File: src/rtl/pipeline_hazard_controller.sv
// Issue controller between decode and execute: scoreboards in-flight register
// writes and NZ-flag writers, stalls on hazards and flushes after PC redirects.
module pipeline_hazard_controller #(
    parameter int NUM_REGS    = 16,
    parameter int FLUSH_DEPTH = 2,
    parameter int NZ_CNT_W    = 3,
    localparam int IDX_W      = $clog2(NUM_REGS)
) (
    input  logic                clk,
    input  logic                rst,
    input  logic                id_valid,
    input  logic [IDX_W-1:0]    id_rs_a,
    input  logic                id_rs_a_used,
    input  logic [IDX_W-1:0]    id_rs_b,
    input  logic                id_rs_b_used,
    input  logic [IDX_W-1:0]    id_rd,
    input  logic                id_reg_write,
    input  logic                id_overwrite_nz,
    input  logic [2:0]          id_pc_write_en,
    input  logic                wb_valid,
    input  logic [IDX_W-1:0]    wb_rd,
    input  logic                wb_nz,
    output logic                issue,
    output logic                stall,
    output logic                flush,
    output logic [NUM_REGS-1:0] pending,
    output logic                nz_busy,
    output logic                proto_err
);

    logic [NZ_CNT_W-1:0] nz_cnt;
    logic [2:0]          flush_cnt;

    logic                flushing;
    logic                hazard;
    logic                nz_inc;
    logic                nz_dec;
    logic                underflow;
    logic                retire_err;
    logic                redirect;
    logic [NUM_REGS-1:0] set_vec;
    logic [NUM_REGS-1:0] clr_vec;

    // Hazard checks use the registered scoreboard only, so a retire this cycle
    // cannot unblock a reader until the next cycle.
    always_comb begin
        flushing = (flush_cnt != 3'd0);
        nz_busy  = |nz_cnt;
        hazard   = (id_rs_a_used & pending[id_rs_a])
                 | (id_rs_b_used & pending[id_rs_b])
                 | (id_reg_write & pending[id_rd])
                 | (id_pc_write_en[2] & nz_busy)
                 | (id_overwrite_nz & (&nz_cnt));
        issue    = id_valid & ~flushing & ~hazard;
        stall    = id_valid & ~flushing & hazard;
        flush    = flushing;
        redirect = issue & (|id_pc_write_en);
    end

    always_comb begin
        set_vec    = (issue & id_reg_write) ? (NUM_REGS'(1) << id_rd) : '0;
        clr_vec    = wb_valid ? (NUM_REGS'(1) << wb_rd) : '0;
        nz_inc     = issue & id_overwrite_nz;
        nz_dec     = wb_valid & wb_nz;
        underflow  = nz_dec & ~nz_inc & ~nz_busy;
        retire_err = wb_valid & ~pending[wb_rd] & ~set_vec[wb_rd];
    end

    // Set is applied after clear so a new writer wins over a same-cycle retire.
    always_ff @(posedge clk) begin
        if (rst) begin
            pending   <= '0;
            nz_cnt    <= '0;
            flush_cnt <= 3'd0;
            proto_err <= 1'b0;
        end else begin
            pending <= (pending & ~clr_vec) | set_vec;
            if (nz_inc & ~nz_dec) begin
                nz_cnt <= nz_cnt + NZ_CNT_W'(1);
            end else if (nz_dec & ~nz_inc & nz_busy) begin
                nz_cnt <= nz_cnt - NZ_CNT_W'(1);
            end
            if (redirect) begin
                flush_cnt <= 3'(FLUSH_DEPTH);
            end else if (flushing) begin
                flush_cnt <= flush_cnt - 3'd1;
            end
            if (retire_err | underflow) begin
                proto_err <= 1'b1;
            end
        end
    end

endmodule

File: config.mk
export PLATFORM = sky130hd
export DESIGN_NAME = pipeline_hazard_controller
export DESIGN_NICKNAME = d
export VERILOG_FILES = /design/src/rtl/pipeline_hazard_controller.sv
export SDC_FILE = /design/constraint.sdc
export NUM_CORES = 1
export LEC_CHECK = 0
export BUFFER_PORTS_ARGS = -buffer_cell sky130_fd_sc_hd__buf_2
export CORE_MARGIN = 3
export CORE_UTILIZATION = 53
export CTS_CLUSTER_SIZE = 14
export DETAILED_ROUTE_END_ITERATION = 6
export PLACE_DENSITY = 0.8
export SETUP_SLACK_MARGIN = 0.2
export SLEW_MARGIN = 20
export SYNTH_ARGS = -nofsm -noshare
export SYNTH_HDL_FRONTEND = slang
export SYNTH_SLANG_ARGS = --single-unit
File: constraint.sdc
create_clock -name clk -period 3.2 [get_ports clk]
set_clock_uncertainty 0.2 [all_clocks]
set_input_delay 0.32 -clock clk [delete_from_list [all_inputs] [get_ports clk]]
set_output_delay 0.32 -clock clk [all_outputs]
set_load 0.02 [all_outputs]
==> impl_metrics.py <==
metrics = {
    "placed_design": {
        "post-dp-hpwl_um": 4070,
        "port-buffer-count": 48,
        "place_area_mm2": 0.00216,
        "place_congestion": 0.958,
    },
    "synthesis": {
        "synth.area.mux_share_pct": 21.3,
        "syn_area_mm2": 0.00187,
        "synth.largest_area_cell": "dfxtp_1",
        "async_flop_share_pct": 0,
        "avgSynthCellArea_um2": 8.62,
        "yosys-top-cells-area": "dfxtp_1, mux4_2, mux2i_1",
        "synthXorXnorAreaFrac_pct": 1.87,
        "synth_top_family_by_area": "simple AND/OR/NAND/NOR gates",
        "synth.distinct_cells": 48,
        "synth_fp_nets": 247,
        "synth_compound_area_share_pct": 20.7,
        "synth_seq_cells": 23,
        "synthSimpleGateAreaFrac_pct": 22.3,
        "ys_seq_area_share_pct": 24.6,
        "synth_fa_ha_area_share_pct": 1.74,
        "netlist.area_leader.share_pct": 24.6,
        "yosysWarnings": 0,
        "synth_edf_count": 0,
        "ys.flop_type": "dfxtp_1",
        "synthesis.instances": 217,
    },
    "timing": {
        "slew_violations": 0,
        "hold_viol_final": 0,
        "maxSlewHeadroom_pct": 60.0,
        "whs_ns": 0.0633,
        "fmax_mhz": 345,
        "fin_setup_tns_ns": 0,
        "rsz0062_at_grt": "false",
        "period_share_pct": 90.6,
        "tightest_slew_ns": 0.594,
        "setup_viol": 0,
        "fin_crit_ns": 2.90,
    },
    "routing": {
        "drt-initial-drc-count": 216,
        "drtPass1Iterations": 5,
        "drc": 0,
        "wire_per_inst_um": 17.5,
        "vias_per_cell": 6.32,
        "top_layer": "met4",
        "postRouteAntennaNets": 0,
        "wl_um": 5390,
        "num_vias": 1946,
        "wl_met1_um": 2290,
        "wl_met3_um": 563,
        "met2WireLength_um": 2420,
    },
    "floorplanning": {
        "dieArea_mm2": 0.00428,
        "die_y_um": 65.4,
        "io_pins": 49,
        "row_count": 20,
        "die_x_um": 65.4,
        "coreArea_mm2": 0.00320,
        "start_util_pct": 58.4,
    },
    "cells_and_area": {
        "diodes": 0,
        "drive_gt1_share_pct": 33.7,
        "fin_area_mm2": 0.00221,
        "utilization_pct": 68.9,
        "syn_to_final_growth_pct": 18.1,
        "finalNetCount": 295,
    },
    "clock_network": {
        "htree_num_levels": 1,
        "clk_pin_slew_ns": 0.15,
        "clock_sinks": 23,
        "cts_tree": "built",
        "clock_path_buffers": 2,
        "insertion_delay_ns": 0.34,
        "cts_hold_buf": 0,
        "root_buffer": "clkbuf_4",
        "cts_buffers": 3,
    },
    "setup_path": {
        "path_max_fanout": 6,
        "crit_type": "flip-flop to flip-flop",
        "worstPathArrival_ns": 2.95,
        "cp-start-kind": "flip-flop",
        "end_kind": "flip-flop",
        "reg2reg_depth": 9,
        "cp.required_ns": 3.25,
    },
    "worst_hold_path": {
        "whs_path_depth": 3,
        "min_path_type": "input port to flip-flop",
    },
    "pwr": {
        "report.power.total_mw": 0.894,
        "p_leak_nw": 0.909,
        "power_density_mw_per_mm2": 405,
        "irDropWorstVdd_mv": 0.269,
    },
    "global_routing": {
        "grt_usage_pct": 26.0,
        "grt-ovfl-total": 0,
        "grt_pass1_wl_um": 8600,
        "antenna_found_initial": 0,
        "grt_max_degree": 27,
        "grt_pass1_vias": 1815,
    },
    "status": {
        "status": "finished, final reports clean",
    },
    "job": {
        "cap_viol_max_count": 0,
    },
}
cells in the final DEF, fill, tap and decap left out, drive strengths merged, types with 3 or more instances in the layout:
master	n
a21oi	21
a22oi	5
a31oi	3
and2	4
buf	61
clkbuf	3
dfxtp	23
inv	10
mux2i	12
mux4	11
nand2	7
nand3	14
nand3b	4
nand4	10
nor2	11
nor2b	6
nor3	5
nor4	4
o2111ai	4
o21ai	19
xor2	4
per-layer routing:
| layer | GRT usage [%] | up-vias |
|---|---|---|
| met1 | 35.1 | 886 |
| met4 | 11.7 | 0 |
| met3 | 6.15 | 15 |
| met2 | 39.3 | 120 |
| li1 | - | 925 |
| met5 | 0 | - |
critical path, stage by stage, from the launching register on:
cell and delay (ns):
dfxtp_1 0.41, mux4_2 0.49, o2111a_2 0.30, nor4_4 0.24, and3_4 0.22, inv_1 0.05, fa_2 0.35, nor3_2 0.19
a22oi_2 0.09, mux2_4 0.30
stage by stage:
stage,setup slack (ns),cells
after floorplan,0.216,217
final,0.300,308
after global placement,0.0813,303
after detailed placement,0.0352,303
after global routing,0.214,308
after CTS,0.205,307
layout make-up:
| type | instances | area, µm² |
|---|---|---|
| multi-input cells | 166 | 1280 |
| fillers | 277 | 995 |
| flip-flops and latches | 23 | 467 |
| repair buffers | 61 | 338 |
| well taps | 44 | 55.1 |
| inverters | 10 | 37.5 |
| clock buffers | 3 | 22.5 |
| clock inverters | 1 | 5.00 |
Yosys cell counts (all sizes together) (3+ instances only):
cell	instances
clkbuf	8
inv	10
nand4	10
o2111ai	4
o21ai	19
nand3	14
and2	4
mux4	11
a22oi	5
xor2	4
nand2	7
nor4	4
nand3b	4
nor2b	6
dfxtp	23
mux2i	12
nor2	11
nor3	5
buf	10
a31oi	3
a21oi	21
flip-flops by register name (all words and copies together) (netlist names):
signal / count
nz_cnt: 3
proto_err: 1
pending: 16
flush_cnt: 3
where the power goes:
part           leakage [nW]  total [mW]  switching (mW)  internal (mW)
logic                 0.703       0.410           0.244          0.166
registers             0.188       0.341          0.0279          0.313
clock network        0.0177       0.143          0.0963         0.0470
final timing paths:
check	from	slack, ns	to
worst min-delay path	id_pc_write_en[0]	0.06	flush_cnt[1]
worst max register to register	pending[3]	0.30	nz_cnt[2]
worst max-delay path	pending[3]	0.30	nz_cnt[2]
worst min register to register	flush_cnt[1]	0.32	flush_cnt[1]
timing repair:
action	CTS	global route
resized for setup	0	5
buffers inserted	0	1
endpoints found under the setup margin	0	3
cell families after synthesis:
kind of cell | Yosys count
muxes | 25
DFF | 23
xor gates and xnor gates | 4
adders and majority gates | 2
AOI/OAI and AO/OA | 62
buffers and inverters | 28
and+or+nand+nor | 73
Note: power is estimated with default switching activity, not from simulation.
